[config.mk]
export PLATFORM = sky130hd
export DESIGN_NAME = dot_accum_flat
export DESIGN_NICKNAME = d
export VERILOG_FILES = /design/src/rtl/dot_accum_if.sv /design/src/rtl/dot_accum.sv /design/src/flat_wrapper.sv
export SDC_FILE = /design/constraint.sdc
export NUM_CORES = 1
export LEC_CHECK = 0
export BUFFER_PORTS_ARGS = -buffer_cell sky130_fd_sc_hd__buf_2
export CORE_MARGIN = 1
export CORE_UTILIZATION = 50
export DETAILED_ROUTE_END_ITERATION = 8
export GPL_TIMING_DRIVEN = 0
export PLACE_DENSITY = 0.72
export SLEW_MARGIN = 25
export SYNTH_ARGS = -nofsm -noshare
export SYNTH_HDL_FRONTEND = slang
export SYNTH_SLANG_ARGS = --single-unit
[constraint.sdc]
create_clock -name clk -period 2.5 [get_ports clk]
set_input_delay 0.25 -clock clk [delete_from_list [all_inputs] [get_ports clk]]
set_output_delay 0.25 -clock clk [all_outputs]
set_load 0.005 [all_outputs]
[src/rtl/dot_accum_if.sv]
// Valid/ready bus for dot_accum: product stream in, dot-product sum out.
// The slave side is the accumulator; the master side feeds it and drains it.
interface dot_accum_if #(
    parameter int IN_W  = 8,
    parameter int ACC_W = 16
);
    logic             in_valid;
    logic             in_ready;
    logic [IN_W-1:0]  in_data;
    logic             out_valid;
    logic             out_ready;
    logic [ACC_W-1:0] out_sum;
    logic             out_ovf;

    modport slave (
        input  in_valid,
        input  in_data,
        output in_ready,
        output out_valid,
        output out_sum,
        output out_ovf,
        input  out_ready
    );

    modport master (
        output in_valid,
        output in_data,
        input  in_ready,
        input  out_valid,
        input  out_sum,
        input  out_ovf,
        output out_ready
    );
endinterface

[src/rtl/dot_accum.sv]
// Accumulates LEN unsigned products into one sum, then holds it on a
// valid/ready output until the consumer takes it.
module dot_accum #(
    parameter int IN_W  = 8,
    parameter int ACC_W = 16,
    parameter int LEN   = 4
) (
    input logic         clk,
    input logic         rst,
    dot_accum_if.slave  bus
);
    localparam int CW = (LEN > 1) ? $clog2(LEN) : 1;

    localparam logic [0:0] ACC  = 1'b0;
    localparam logic [0:0] HOLD = 1'b1;

    localparam logic [CW-1:0] CNT_LAST = CW'(LEN - 1);
    localparam logic [CW-1:0] CNT_ONE  = CW'(1);

    logic [0:0]       state;
    logic [ACC_W-1:0] acc;
    logic [CW-1:0]    cnt;
    logic             ovf;
    logic [ACC_W-1:0] sum_q;
    logic             ovf_q;

    logic             in_fire;
    logic             out_fire;
    logic             last;
    logic [ACC_W:0]   sum_ext;
    logic             carry;

    // Handshake flags come straight from state so in_ready never sees out_ready.
    assign bus.in_ready  = (state == ACC);
    assign bus.out_valid = (state == HOLD);
    assign bus.out_sum   = sum_q;
    assign bus.out_ovf   = ovf_q;

    assign in_fire  = bus.in_valid & bus.in_ready;
    assign out_fire = bus.out_valid & bus.out_ready;
    assign last     = (cnt == CNT_LAST);

    assign sum_ext = {1'b0, acc} + {1'b0, ACC_W'(bus.in_data)};
    assign carry   = sum_ext[ACC_W];

    always_ff @(posedge clk) begin
        if (rst) begin
            state <= ACC;
            acc   <= '0;
            cnt   <= '0;
            ovf   <= 1'b0;
            sum_q <= '0;
            ovf_q <= 1'b0;
        end else begin
            unique case (state)
                ACC: begin
                    // in_data is only looked at on a real transfer.
                    if (in_fire) begin
                        if (last) begin
                            sum_q <= sum_ext[ACC_W-1:0];
                            ovf_q <= ovf | carry;
                            acc   <= '0;
                            cnt   <= '0;
                            ovf   <= 1'b0;
                            state <= HOLD;
                        end else begin
                            acc <= sum_ext[ACC_W-1:0];
                            cnt <= cnt + CNT_ONE;
                            ovf <= ovf | carry;
                        end
                    end
                end
                HOLD: begin
                    if (out_fire) begin
                        state <= ACC;
                    end
                end
            endcase
        end
    end
endmodule

[src/flat_wrapper.sv]
// flat-port wrapper written by rule: the top's interface ports become plain ports
module dot_accum_flat 
#(
    parameter int IN_W  = 8,
    parameter int ACC_W = 16,
    parameter int LEN   = 4
)
  (clk, rst, bus_in_valid, bus_in_data, bus_in_ready, bus_out_valid, bus_out_sum, bus_out_ovf, bus_out_ready);
  dot_accum_if #(.IN_W(IN_W), .ACC_W(ACC_W)) bus_i ();
  input logic clk;
  input logic rst;
  input wire logic [$bits(bus_i.in_valid)-1:0] bus_in_valid;
  input wire logic [$bits(bus_i.in_data)-1:0] bus_in_data;
  output wire logic [$bits(bus_i.in_ready)-1:0] bus_in_ready;
  output wire logic [$bits(bus_i.out_valid)-1:0] bus_out_valid;
  output wire logic [$bits(bus_i.out_sum)-1:0] bus_out_sum;
  output wire logic [$bits(bus_i.out_ovf)-1:0] bus_out_ovf;
  input wire logic [$bits(bus_i.out_ready)-1:0] bus_out_ready;
  assign bus_i.in_valid = bus_in_valid;
  assign bus_i.in_data = bus_in_data;
  assign bus_in_ready = bus_i.in_ready;
  assign bus_out_valid = bus_i.out_valid;
  assign bus_out_sum = bus_i.out_sum;
  assign bus_out_ovf = bus_i.out_ovf;
  assign bus_i.out_ready = bus_out_ready;
  dot_accum #(.IN_W(IN_W), .ACC_W(ACC_W), .LEN(LEN)) u_core (.clk(clk), .rst(rst), .bus(bus_i));
endmodule
==> reports/qor.txt, run 1 <==
status = finished clean
first-pass GRT wire length = 7330 um
Worst IR Drop VDD = 0.000353 V
Hold Startpoint = bus_out_ready
Yosys reg bits = 37
Worst EP arrival = 2.56 ns
worst path required time = 2.69 ns
post-DR vias/cell = 6.00
r2r startpoint = u_core.acc[0]$_SDFFE_PP0P_
Final Hold Fails = 0
Setup Viol. Count Final = 0
Startpoint Class = register
total number of vias = 1697
largest fanout on the critical path = 5
top_reg_cell synth = dfxtp_1
Cells after Synth = 197
Setup crit end kind = register
achievable frequency = 0.421 GHz
Synth top area share = 39.1%
wire length per cell = 15.7 um
Antenna Nets Post-Route = 0
placer congestion estimate = 0.833
post-route cell area = 2240 um^2
drt total wl = 4430 um
Overflow after GRT = 0
Tmin final = 2.37 ns
clock-pin slew on the worst setup and hold paths = 0.08 ns
Synth Cell Area = 1890 um^2
WS Path Type = reg -> reg
layout cells sized above 1 = 22.4%
final net count = 258
clock sink count = 37
I/O Buffers = 30
Die X = 63.5 um
Initial Util = 54.6%
hold_buf cts = 0
Core Util, Final = 64.5%
Iteration-0 DRC Markers = 119
Clock Skew = 0.00641 ns
RSZ-0062 raised after global routing = no
hpwl dp = 3200 um
number of antenna violations at the first check in global routing = 0
maximum clock path buffer count = 2
die area = 4040 um^2
ys async rst share = 0%
Syn Nets = 219
1st-pass router iterations = 4
die span in y = 63.5 um
number of global-route vias before repair = 1551
number of diodes = 0
Post-synth EDFFs = 0
Hold Slack = 0.218 ns
pwr dens = 653 nW/um^2
critical path launch point = u_core.acc[0]$_SDFFE_PP0P_
H-tree levels = 2
pins over their slew limit = 0
CTS tree = done
GRT Resource Usage Total = 23.1%
Synth area leaders = dfxtp_1 (39%), a22o_1 (7.4%), ha_1 (5.9%)
P_leak = 0.965 nW
final setup TNS = 0 ns
synth warn = 0
Core Area = 3470 um^2
area grow syn2layout = 18.1%
worst hold path class = in -> reg
clock root buffer = clkbuf_8
worst skew pair latency = 0.29 ns
pin count of the biggest net entering global routing = 13
max-cap violations = 0
I/O Pins = 31
Synth cell types = 49
Seq/Total Area, Yosys = 39.1%
Slew @ Worst Pin = 0.618 ns
Synth area leader = dfxtp_1
total power = 1.46 mW
Placed Area = 2100 um^2
# rows = 21
relative slew slack = 58.8%
Final Cycle Share = 94.9%
DRC Markers = 0
clock buffer count from CTS = 5
Avg Cell Area, Syn = 9.61 um^2
synth_stat cells, types with 2 or more instances:
library cell / count
a211oi_1: 3
a21o_1: 4
a21oi_1: 12
a22o_1: 16
a22oi_1: 6
a31oi_1: 2
a32oi_1: 2
and3_1: 2
buf_2: 3
buf_4: 2
buf_6: 2
clkbuf_1: 3
dfxtp_1: 37
ha_1: 9
inv_1: 3
nand2_1: 16
nand2b_1: 2
nand3_1: 2
nand3b_1: 4
nand4_1: 2
nor2_1: 12
nor3_1: 3
nor4_1: 2
o211ai_1: 2
o21ai_0: 5
o21ai_1: 2
o311ai_0: 2
or3_1: 3
xnor2_1: 8
xor2_1: 7
final timing paths:
path | to | slack, ns | cells after the start
worst max-delay path | u_core.bus.out_sum[10]$_SDFFE_PP0P_ | 0.13 | 7
worst min-delay path | u_core.bus.out_valid$_SDFF_PP0_ | 0.22 | 3
worst max register to register | u_core.bus.out_sum[10]$_SDFFE_PP0P_ | 0.13 | 7
worst min register to register | u_core.ovf$_SDFFE_PP0P_ | 0.46 | 2
flip-flops by register name, indices dropped and copies added, names as in the netlist:
signal	count
u_core.bus.out_sum	16
u_core.cnt	2
u_core.acc	16
u_core.bus.out_ovf	1
u_core.bus.out_valid	1
u_core.ovf	1
kinds of logic after synthesis:
family / after synthesis / share of synthesized area [%]
DFF: 37 / 39.1
xor gates and xnor gates: 15 / 6.94
buffers and inverters: 13 / 3.96
and+or+nand+nor: 54 / 14.7
adders and majority gates: 10 / 7.01
AOI/OAI and AO/OA: 68 / 28.2
placed cells by master, fill, tap and decap left out, types with 5 or more instances in the layout:
cell / instances
a21oi_1: 12
o21ai_0: 5
a22o_1: 16
dfxtp_1: 37
buf_2: 33
ha_1: 9
nand2_1: 16
xor2_1: 7
clkbuf_8: 6
xnor2_1: 8
a22oi_1: 6
nor2_1: 12
worst max-delay path, stage by stage, from the launching register on:
cell	delay, ns
dfxtp_1	0.32
ha_1	0.23
fa_1	0.42
a21o_1	0.24
a221oi_4	0.39
a21oi_1	0.24
xor2_1	0.21
a22o_1	0.21
per-stage QoR:
stage | worst slack, ns | cells
finish | 0.127 | 283
global route | 0.0663 | 283
CTS | 0.110 | 281
detailed placement | 0.0848 | 273
global placement | 0.121 | 273
floorplan | 0.337 | 197
cell type report:
cell class	count	area [um^2]
plain buffers	10	63.8
clock buffers	6	82.6
well taps	46	57.6
inverters	3	11.3
fillers	310	1230
clock inverters	2	37.5
repair buffers	32	165
multi-input cells	147	1080
flip-flops and latches	37	741
layer usage:
layer / track usage, % / routed length, um
met3: 5.25 / 334
met4: 7.95 / 61
met2: 37.6 / 2030
met1: 29.8 / 2010
met5: 0 / 0
power breakdown:
group | internal, mW | total (mW) | switching, mW
sequential | 0.613 | 0.631 | 0.0176
clock | 0.324 | 0.545 | 0.221
combinational | 0.114 | 0.284 | 0.170
repair_timing:
item / CTS / global route
setup buffers: 0 / 2
endpoints found under the setup margin: 0 / 2
gates resized for setup: 0 / 0
Note: power is estimated with default switching activity, not from simulation.
==> run 2: changes to the inputs <==
--- a/config.mk
+++ b/config.mk
@@ -6,7 +6,8 @@
 export NUM_CORES = 1
 export LEC_CHECK = 0
 export BUFFER_PORTS_ARGS = -buffer_cell sky130_fd_sc_hd__buf_2
-export CORE_MARGIN = 1
+export CORE_ASPECT_RATIO = 0.7
+export CORE_MARGIN = 4
 export CORE_UTILIZATION = 50
 export DETAILED_ROUTE_END_ITERATION = 8
 export GPL_TIMING_DRIVEN = 0
==> reports/qor.txt, run 2 (synthesis results as in run 1) <==
Setup Viol. Count Final = 0 (unchanged)
Setup WS post-layout = 0.106 ns (-0.0210 ns)
reg2reg end = u_core.acc[8]$_SDFFE_PP0P_
Tmin final = 2.39 ns (+0.0210 ns)
drt total wl = 4490 um (+1.4%)
Setup crit end kind = register
Iteration-0 DRC Markers = 106 (-11%)
CP max stage cell = fa_1
max-cap violations = 0 (unchanged)
1st-pass router iterations = 4 (unchanged)
met1 global-route usage = 31.0% (+1.2 points)
reg2reg setup slack = 0.11 ns (-0.02 ns)
die span in y = 59.5 um (-6.4%)
worst path required time = 2.73 ns (+0.04 ns)
commonest non-fill, non-tap cell in the layout = dfxtp_1
number of global-route vias before repair = 1537 (-0.90%)
total number of vias = 1666 (-1.8%)
Clock Skew = 0.00653 ns (+0.000119 ns)
GRT Resource Usage Total = 20.8% (-2.3 points)
final setup TNS = 0 ns (unchanged)
Hold Startpoint = bus_out_ready
most frequent cells in the layout = dfxtp_1 (37), buf_2 (33), nand2_1 (16), a22o_1 (16)
Startpoint Class = register
Slew @ Worst Pin = 0.563 ns (-0.0552 ns)
post-DR vias/cell = 5.80 (-3.2%)
maximum clock path buffer count = 2 (unchanged)
final net count = 258 (unchanged)
clock root buffer = clkbuf_8
critical path, cell by cell = ha_1, fa_1, a21o_1, a221oi_4, buf_4, o21ai_2, or3b_1, a31oi_1
r2r startpoint = u_core.acc[0]$_SDFFE_PP0P_
I/O Pins = 31 (unchanged)
Final Hold Fails = 0 (unchanged)
Core Area = 3580 um^2 (+3.2%)
clock sink count = 37 (unchanged)
RSZ-0062 raised after global routing = no
Overflow after GRT = 0 (unchanged)
first-pass GRT wire length = 7530 um (+2.7%)
clock buffer count from CTS = 5 (unchanged)
Worst EP arrival = 2.63 ns (+0.07 ns)
GR Util met3 = 5.32% (+0.066 points)
worst hold path class = in -> reg
delay-heaviest family, CP = compound AO/OA/AOI/OAI gates
Hold Slack = 0.226 ns (+0.00754 ns)
wire length per cell = 15.7 um (about the same)
Inst Count DP = 277 (+1.5%)
clock-pin slew on the worst setup and hold paths = 0.07 ns (about the same)
worst skew pair latency = 0.30 ns (about the same)
CTS tree = done
fillers = 299 (-3.5%)
hold endpoint = u_core.bus.out_valid$_SDFF_PP0_
layout cells sized above 1 = 21.9% (-0.42 points)
H-tree levels = 2 (unchanged)
I/O Buffers = 30 (unchanged)
Final Cycle Share = 95.8% (+0.84 points)
critical path launch point = u_core.acc[0]$_SDFFE_PP0P_
worst-case reg-to-reg path depth = 8 (+1)
number of antenna violations at the first check in global routing = 0 (unchanged)
Antenna Nets Post-Route = 0 (unchanged)
Hold Crit Depth = 3 (unchanged)
non-filler cells, final = 287 (+1.4%)
WS Path Type = reg -> reg
hpwl dp = 3220 um (+0.63%)
area grow syn2layout = 18.2% (about the same)
achievable frequency = 0.418 GHz (-0.88%)
CP Buf/Inv Count = 1 (+1)
Initial Util = 52.9% (-1.7 points)
placer congestion estimate = 0.891 (+7.0%)
relative slew slack = 62.5% (+3.7 points)
Die X = 81.5 um (+28%)
met2 GRT Util = 28.1% (-9.6 points)
pin count of the biggest net entering global routing = 12 (-1)
grt peak-use layer = met1
Worst IR Drop VDD = 0.000546 V (+55%)
DRC Markers = 0 (unchanged)
largest fanout on the critical path = 4 (-1)
hold_buf cts = 0 (unchanged)
critical path's largest stage delay = 0.41 ns (about the same)
status = finished clean
# rows = 18 (-14%)
P_leak = 0.966 nW (+0.11%)
pwr dens = 645 nW/um^2 (-1.3%)
pre-CTS setup slack = 0.0837 ns (-0.00116 ns)
number of diodes = 0 (unchanged)
die area = 4850 um^2 (+20%)
pins over their slew limit = 0 (unchanged)
## run 2: changes by cell type in the layout (fill, tap and decap cells not counted), sizes merged
cell / previous run / this run
clkbuf: 9 / 10
clkinvlp: 1 / 0
## run 2: layout make-up
| class | count | area, um^2 | area share (%) |
|---|---|---|---|
| multi-input combinational | 147 | 1080 | 48.2 |
| sequential | 37 | 741 | 33.1 |
| timing repair buffer | 32 | 165 | 7.38 |
| clock buffer | 7 | 86.3 | 3.86 |
| buffer | 10 | 63.8 | 2.85 |
| tap | 50 | 62.6 | 2.80 |
| clock inverter | 1 | 30.0 | 1.34 |
| inverter | 3 | 11.3 | 0.503 |
## run 2: how the worst max path moves through the flow
stage	endpoint	slack (ns)	cells past startpoint
finish	u_core.acc[8]$_SDFFE_PP0P_	0.11	8
CTS	u_core.bus.out_sum[10]$_SDFFE_PP0P_	0.14	7
floorplan	u_core.acc[8]$_SDFFE_PP0P_	0.34	7
detailed placement	u_core.bus.out_sum[10]$_SDFFE_PP0P_	0.08	8
global route	u_core.acc[8]$_SDFFE_PP0P_	0.003	8
global placement	u_core.bus.out_sum[10]$_SDFFE_PP0P_	0.07	8
## run 2: power by group
group | switching [mW] | internal [mW] | leakage (nW)
Sequential | 0.0180 | 0.614 | 0.300
Clock | 0.216 | 0.325 | 0.0585
Combinational | 0.157 | 0.114 | 0.607
Total | 0.390 | 1.05 | 0.966
## run 2: routing by layer
layer | share of wire (%) | vias to the layer above
li1 | - | 822
met1 | 51 | 776
met2 | 39 | 57
met3 | 8.1 | 11
met4 | 1.6 | 0
met5 | 0 | -
## run 2: what timing repair did
action,CTS,global route
buffers inserted,0,2
setup endpoints to repair,0,1
resized for setup,0,0
## run 2: tightest hold or removal path: stages
cell and delay (ns):
buf_2 0.07, nand2b_1 0.09, a21oi_1 0.06
## run 2: per-stage QoR
| stage | util, % | instance area [um^2] | total power [mW] |
|---|---|---|---|
| after floorplan | - | 1890 | 0.841 |
| after global placement | 58.8 | 2110 | 0.898 |
| after detailed placement | 58.8 | 2110 | 0.900 |
| after CTS | 62.1 | 2220 | 1.44 |
| after global routing | 62.5 | 2240 | 1.51 |
| final | 62.5 | 2240 | 1.44 |
